`src/rtl/seg_pkg.sv`:
```
// Shared constants for the seven-segment scan driver: active-low segment patterns,
// anode enables and the scan-slot encoding.
package seg_pkg;

    localparam int unsigned NUM_SLOTS = 4;

    typedef enum logic [1:0] {
        SlotOnes  = 2'd0,
        SlotTens  = 2'd1,
        SlotHunds = 2'd2,
        SlotDark  = 2'd3
    } slot_e;

    // Active-low, bit order gfedcba
    localparam logic [6:0] SEG_0     = 7'b1000000;
    localparam logic [6:0] SEG_1     = 7'b1111001;
    localparam logic [6:0] SEG_2     = 7'b0100100;
    localparam logic [6:0] SEG_3     = 7'b0110000;
    localparam logic [6:0] SEG_4     = 7'b0011001;
    localparam logic [6:0] SEG_5     = 7'b0010010;
    localparam logic [6:0] SEG_6     = 7'b0000010;
    localparam logic [6:0] SEG_7     = 7'b1111000;
    localparam logic [6:0] SEG_8     = 7'b0000000;
    localparam logic [6:0] SEG_9     = 7'b0010000;
    localparam logic [6:0] SEG_DASH  = 7'b0111111;
    localparam logic [6:0] SEG_BLANK = 7'b1111111;

    localparam logic [3:0] AN_ONES  = 4'b1110;
    localparam logic [3:0] AN_TENS  = 4'b1101;
    localparam logic [3:0] AN_HUNDS = 4'b1011;
    localparam logic [3:0] AN_OFF   = 4'b1111;

    function automatic slot_e next_slot(input slot_e i_slot);
        return slot_e'(i_slot + 2'd1);
    endfunction

endpackage

```
`src/rtl/bcd_to_seg.sv`:
```
// Combinational BCD nibble to active-low seven-segment pattern; non-decimal nibbles
// render as a dash, and i_blank forces all segments off.
module bcd_to_seg
    import seg_pkg::*;
(
    input  logic [3:0] i_nibble,
    input  logic       i_blank,
    output logic [6:0] o_seg
);

    always_comb begin
        o_seg = SEG_DASH;
        if (i_blank) begin
            o_seg = SEG_BLANK;
        end else begin
            case (i_nibble)
                4'd0:    o_seg = SEG_0;
                4'd1:    o_seg = SEG_1;
                4'd2:    o_seg = SEG_2;
                4'd3:    o_seg = SEG_3;
                4'd4:    o_seg = SEG_4;
                4'd5:    o_seg = SEG_5;
                4'd6:    o_seg = SEG_6;
                4'd7:    o_seg = SEG_7;
                4'd8:    o_seg = SEG_8;
                4'd9:    o_seg = SEG_9;
                default: o_seg = SEG_DASH;
            endcase
        end
    end

endmodule

```
`src/rtl/seg_scan_driver.sv`:
```
// Four-slot multiplexed driver for a 3-digit BCD value; updates are shadowed and only
// committed at the frame boundary so a digit never tears mid-scan.
module seg_scan_driver
    import seg_pkg::*;
#(
    parameter int unsigned REFRESH_DIV = 100_000
) (
    input  logic        clk,
    input  logic        rst_n,
    input  logic [11:0] bcd_in,
    input  logic        bcd_valid,
    input  logic        blank_en,
    output logic [3:0]  an,
    output logic [6:0]  seg,
    output logic        dp
);

    localparam int unsigned CNT_W = (REFRESH_DIV > 1) ? $clog2(REFRESH_DIV) : 1;
    localparam logic [CNT_W-1:0] CNT_MAX = CNT_W'(REFRESH_DIV - 1);

    logic [CNT_W-1:0] r_cnt, w_cnt_d;
    slot_e            r_slot, w_slot_d;
    logic [11:0]      r_shadow, w_shadow_d;
    logic [11:0]      r_disp, w_disp_d;
    logic             r_pending, w_pending_d;
    logic             w_wrap;
    logic [3:0]       r_an, w_an_d;
    logic [6:0]       r_seg, w_seg_d;
    logic [3:0]       w_nibble;
    logic             w_blank;

    always_comb begin
        w_cnt_d     = r_cnt + CNT_W'(1);
        w_slot_d    = r_slot;
        w_shadow_d  = r_shadow;
        w_disp_d    = r_disp;
        w_pending_d = r_pending;
        w_wrap      = 1'b0;
        if (r_cnt == CNT_MAX) begin
            w_cnt_d  = '0;
            w_slot_d = next_slot(r_slot);
            w_wrap   = (r_slot == SlotDark);
        end
        if (bcd_valid) begin
            w_shadow_d  = bcd_in;
            w_pending_d = 1'b1;
        end
        // A strobe landing on the commit edge goes straight to the display
        if (w_wrap) begin
            if (bcd_valid) begin
                w_disp_d    = bcd_in;
                w_pending_d = 1'b0;
            end else if (r_pending) begin
                w_disp_d    = r_shadow;
                w_pending_d = 1'b0;
            end
        end
    end

    always_comb begin
        w_an_d   = AN_OFF;
        w_nibble = r_disp[3:0];
        w_blank  = 1'b1;
        unique case (r_slot)
            SlotOnes: begin
                w_an_d   = AN_ONES;
                w_nibble = r_disp[3:0];
                w_blank  = 1'b0;
            end
            SlotTens: begin
                w_an_d   = AN_TENS;
                w_nibble = r_disp[7:4];
                w_blank  = blank_en && (r_disp[11:8] == 4'd0) && (r_disp[7:4] == 4'd0);
            end
            SlotHunds: begin
                w_an_d   = AN_HUNDS;
                w_nibble = r_disp[11:8];
                w_blank  = blank_en && (r_disp[11:8] == 4'd0);
            end
            SlotDark: begin
                w_an_d  = AN_OFF;
                w_blank = 1'b1;
            end
        endcase
    end

    bcd_to_seg u_bcd_to_seg (
        .i_nibble (w_nibble),
        .i_blank  (w_blank),
        .o_seg    (w_seg_d)
    );

    always_ff @(posedge clk) begin
        if (!rst_n) begin
            r_cnt     <= '0;
            r_slot    <= SlotOnes;
            r_shadow  <= '0;
            r_disp    <= '0;
            r_pending <= 1'b0;
            r_an      <= AN_OFF;
            r_seg     <= SEG_BLANK;
        end else begin
            r_cnt     <= w_cnt_d;
            r_slot    <= w_slot_d;
            r_shadow  <= w_shadow_d;
            r_disp    <= w_disp_d;
            r_pending <= w_pending_d;
            r_an      <= w_an_d;
            r_seg     <= w_seg_d;
        end
    end

    assign an  = r_an;
    assign seg = r_seg;
    assign dp  = 1'b1;

endmodule
```
`config.mk`:
```
export PLATFORM = sky130hd
export DESIGN_NAME = seg_scan_driver
export DESIGN_NICKNAME = d
export VERILOG_FILES = /design/src/rtl/seg_pkg.sv /design/src/rtl/bcd_to_seg.sv /design/src/rtl/seg_scan_driver.sv
export SDC_FILE = /design/constraint.sdc
export NUM_CORES = 1
export LEC_CHECK = 0
export ABC_AREA = 1
export BUFFER_PORTS_ARGS = -buffer_cell sky130_fd_sc_hd__buf_2
export CAP_MARGIN = 20
export CORE_MARGIN = 2
export CORE_UTILIZATION = 45
export CTS_BUF_LIST = sky130_fd_sc_hd__clkbuf_4 sky130_fd_sc_hd__clkbuf_8 sky130_fd_sc_hd__clkbuf_16
export DETAILED_ROUTE_END_ITERATION = 8
export MAX_ROUTING_LAYER = met4
export PLACE_DENSITY_LB_ADDON = 0.2
export REMOVE_ABC_BUFFERS = 1
export SLEW_MARGIN = 25
export SYNTH_ARGS = -nofsm -noshare
export SYNTH_HDL_FRONTEND = slang
export SYNTH_SLANG_ARGS = --single-unit
export TNS_END_PERCENT = 10
```
`constraint.sdc`:
```
create_clock -name clk -period 2.8 [get_ports clk]
set_input_delay 0.28 -clock clk [delete_from_list [all_inputs] [get_ports clk]]
set_output_delay 0.28 -clock clk [all_outputs]
set_load 0.005 [all_outputs]
```
# Yosys cells after proc, flatten, opt, wreduce, memory -nomap -nowiden
# Memories as Yosys holds them, arrays and structs flattened. A register that Yosys moved wholly into a read port is not among the register bits.
# Cells that the tools add are included.
# totals
register_bits,48
romBits,112
in_bits,16
wordCells,33
memories,1
# memory_table
memory,depth,width,read_ports,rd_clocked_by_memory_dff,wr,line,source
(no name shown),16,7,1,1,0,bcd_to_seg.sv:16,case (i_nibble)
# classes
addsub,2
eq_ne,4
n_mux,10
n_bitwise,1
reduce_logical,9
# op_table
op,count
$mux 12,2
$add 17x1->17 const B,1
$eq 17x17->1 const B,1
$pmux 4 s4,1
$logic_not 4->1,2
$pmux 4 s2,1
$mux 1,5
$eq 2x2->1 const B,2
$pmux 1 s4,1
$reduce_or 2->1,2
$add 2x1->2 const B,1
$eq 2x1->1 const B,1
$logic_and 1x1->1,2
$logic_not 2->1,1
$reduce_and 2->1,1
$reduce_bool 2->1,1
$not 1->1,1

# Longest topological paths before layout
# depth
depth_word,5
depth_mapped,11
ltp_nobuf,11

# Cells and area by module
# A second synthesis with hierarchy kept.
# hier_totals
cells_unflattened,350
hier_area_um2,2658.8
# by_module_without_submodules
mod,instances,cells_per_inst,area_each_um2,seq_area_each_um2
seg_scan_driver,1,313,2462.4,1081.0
bcd_to_seg,1,37,196.4,0.0

# Worst setup path after synthesis
# Ideal clock, no wire load.
# synth_timing
path_type,reg2reg
startpoint,register r_slot[0]
endpoint,register r_seg[3] (netlist: seg[3])
setup_ns,0.063
t_arrival_ns,1.897
required_time_ns,2.737
slack_ns,0.840
path_stages_with_launch,11
n_path_buf,0
synth_period_minus_slack_ns,1.960
cell_sequence,dfxtp_1 > inv_1 > ha_1 > inv_2 > nand2_1 > a21boi_2 > ha_1 > or2_2 > nand2_1 > nand2_1 > nand3_1
# synth_between
elab_chain_cells,3
word_cells_on_any_way,7
cone_classes,eq/ne (3); mux (2); reduce/logical (2)
# synth_lines
item,line,source
from (decl),seg_scan_driver.sv:22,"slot_e r_slot, w_slot_d;"
from (signal assigned),seg_scan_driver.sv:96,r_slot <= SlotOnes;
from (signal assigned),seg_scan_driver.sv:104,r_slot <= w_slot_d;
"$eq 2x2->1, or another cell as far along",seg_scan_driver.sv:64,unique case (r_slot)
$pmux 1 s4,seg_scan_driver.sv:64,
$reduce_or 2->1 (no source line),-,
to (decl),seg_scan_driver.sv:28,"logic [6:0] r_seg, w_seg_d;"
# Several ways; a longest one is shown, not always the timed one.
# A chain may end at the register's enable or synchronous reset.

# Worst setup path after layout
# Same ends and word-level chain as after synthesis.

==> run_results.csv <==
group,metric,value,unit
outcome,status,"completed",
clocking,cts_buffer_depth,2,
synth,yosys_warnings,0,
timing,slew_headroom,62.5,%
hold_path,hp-start,"bcd_in[2]",
worst_setup_path,arrival,2430,ps
clocking,hold_buffers,0,
timing,slew_viol_final,0,
worst_setup_path,r2r_cells,10,
synth,yosysMostFrequentCell,"nand2_1",
worst_setup_path,crit_fanout,6,
floorplanning,core_area,5570,um^2
route,drt_wl_total,4900,um
timing,hold_viol,0,
timing,tightest_slew,558,ps
route,dr.max_layer_used,"met4",
hold_path,worstHoldPathType,"primary input to flop",
synth,synth-edff-count,0,
synth,synth_top_area_cell,"dfxtp_1",
route,drt-met1-wl,2510,um
hold_path,hold_depth,3,
route,antenna_left,0,
timing,setup_ws,620,ps
route,vias_per_cell,4.71,
worst_setup_path,rr_startpoint,"r_slot[0]",
worst_setup_path,reg2reg_to,"seg[3]",
grt,grt_remaining_overflow,0,
route,vias,2108,
route,drc_errors,0,
clocking,htree_num_levels,2,
synth,synth-seq-area-share,40.9,%
synth,syn-instance-count,352,
timing,setup_tns,0,ps
grt,groute.usage.overall,17.2,%
placement,place_congestion,0.801,
hold_path,whs_endpoint,"r_shadow[2]",
pwr,p_leak,1.29,nW
synth,ys_seq_elements,54,
synth,synthTopCellsByArea,"dfxtp_1 41%, nand2_1 11%, nor2_1 7.0%",
grt,antenna_found_initial,0,
cells_and_area,fillers,543,
flow_run,max_cap_violations,0,
clocking,cts_root_buf,"clkbuf_8",
synth,synth_common_cells,"77 x nand2_1, 54 x dfxtp_1, 49 x nor2_1",
timing,fin_skew,3.99,ps
worst_setup_path,startpoint,"r_slot[0]",
clocking,clk_pin_slew,90,ps
pwr,total_power,1.38,mW
placement,dpl.hpwl,3560,um
timing,max_clock_freq,459,MHz
timing,setup_viol,0,
grt,grt_max_degree,20,
pwr,pwr_density_cell,476,nW/um^2
route,wl_met3,240,um
timing,final.min_clock_period,2180,ps
floorplanning,io_pins,28,
route,wl_per_cell,10.9,um
synth,synth_area,2640,um^2
grt,grt_pass1_wl,8670,um
floorplanning,row_count,27,
worst_setup_path,worst-setup-path-type,"flop to flop",
timing,rsz0062_at_grt,"false",
floorplanning,dieArea,6500,um^2
clocking,cts_resized,0,
cells_and_area,drive_above_1_share,15.4,%
synth,synth-async-reset-ratio,0,%
route,route.met2.wl,2100,um
worst_setup_path,end_kind,"flop",
clocking,cts_buffers,5,
pwr,ir_drop,318,uV
worst_setup_path,required,3050,ps
clocking,cts_sinks,54,
grt,grt_pass1_vias,1974,
cells_and_area,multi_input_comb_area,1310,um^2
route,firstDrtPassIters,4,
placement,pre_cts_slack,655,ps
worst_setup_path,r2r_slack,620,ps
worst_setup_path,startpoint_type,"flop",
cells_and_area,syn2layout_area_growth,10.1,%
floorplanning,die_x,80.6,um
floorplanning,initial_utilization,47.4,%
cells_and_area,num_antenna_cells,0,
synth,synth_top_area_share,40.9,%
synth,avgSynthCellArea,7.50,um^2
placement,io_buffers,25,
floorplanning,die_y,80.6,um
route,drt_iter0_drc,124,
cells_and_area,nNetsFinal,400,
cells_and_area,seqCellArea,1080,um^2
synth,synthFlopType,"dfxtp_1",
clocking,post_cts_buffers,0,
timing,min_period_over_period,77.9,%
clocking,cts_tree,"done",
clocking,insertion_delay,310,ps
synth,ys_types,36,
[logic make-up (layout without fill, tap and decap cells)]
kind of cell               Yosys count  in the layout  share of synthesized area [%]
and+or+nand+nor                    184            184                           31.8
buffers and inverters               60             83                           9.76
DFF                                 54             54                           40.9
AOI/OAI and AO/OA                   26             26                           6.49
muxes                               12             12                           4.55
adders and majority gates            9              9                           4.27
xor gates and xnor gates             6              6                           1.99
other                                1              2                          0.142
[cells in the final DEF, fill, tap and decap left out]
master	n
nor3b_1	1
nor2_1	49
conb_1	2
a21boi_2	2
o21ai_2	1
clkbuf_8	5
nor2_4	2
o21ai_0	10
inv_1	44
or2_0	2
nor3_1	5
bufinv_16	1
nand3_1	19
xor2_1	4
nand3_2	1
o21ai_1	1
nand2_1	77
buf_4	2
nand4_2	1
inv_2	3
a21oi_1	9
o21ai_4	2
xnor2_1	2
ha_1	9
buf_2	25
a211oi_1	1
nand2_2	4
nor2_2	3
clkinv_2	3
dfxtp_1	54
or2_2	2
and2_1	1
mux2i_1	12
nand4_1	16
nand3b_4	1
[worst max-delay path, cell delays in order, from the launching register on]
cell      delay, ps
dfxtp_1         440
inv_1            90
ha_1            430
inv_2           100
nand2_1          90
a21boi_2        240
ha_1            260
or2_2           280
nand2_1          70
nand2_1          50
nand3_1          70
[layout make-up]
cell class / instances / area share, %
timing repair buffer: 27 / 4.82
inverter: 48 / 6.24
tap: 72 / 3.10
multi-input combinational: 239 / 44.9
clock buffer: 5 / 2.37
sequential: 54 / 37.2
clock inverter: 3 / 1.38
[worst max path at each step]
stage | endpoint | slack, ps | cells after the start
2_1_floorplan | seg[3] | 840 | 10
3_3_place_gp | seg[3] | 740 | 10
3_5_place_dp | seg[3] | 650 | 10
4_1_cts | seg[3] | 620 | 10
5_1_grt | seg[3] | 370 | 10
6_report | seg[3] | 620 | 10
[routing by layer]
| layer | vias up | global-route usage (%) |
|---|---|---|
| met1 | 913 | 22.0 |
| met2 | 39 | 27.5 |
| met4 | 0 | 4.07 |
| met5 | - | - |
| met3 | 5 | 4.04 |
| li1 | 1151 | - |
[registers in the layout (all words and copies together), names as in the netlist]
name and count:
an 3, r_cnt 17, r_disp 12, r_pending 1, r_shadow 12, r_slot 2
seg 7
[per-stage QoR]
stage	hold WS, ps	instance area, um^2	utilization (%)	cells
floorplan	350	2570	-	341
global placement	430	2800	50.2	440
detailed placement	446	2800	50.2	440
CTS	226	2910	52.1	448
global route	247	2910	52.1	448
finish	228	2910	52.1	448
[report_power, final]
part,leakage (nW),total (mW),internal (mW),switching [mW]
Combinational,0.794,0.0731,0.0300,0.0431
Clock,0.0579,0.518,0.264,0.254
Sequential,0.440,0.793,0.787,0.00544
Total,1.29,1.38,1.08,0.303
No activity file was read; power rests on OpenSTA's default activity.
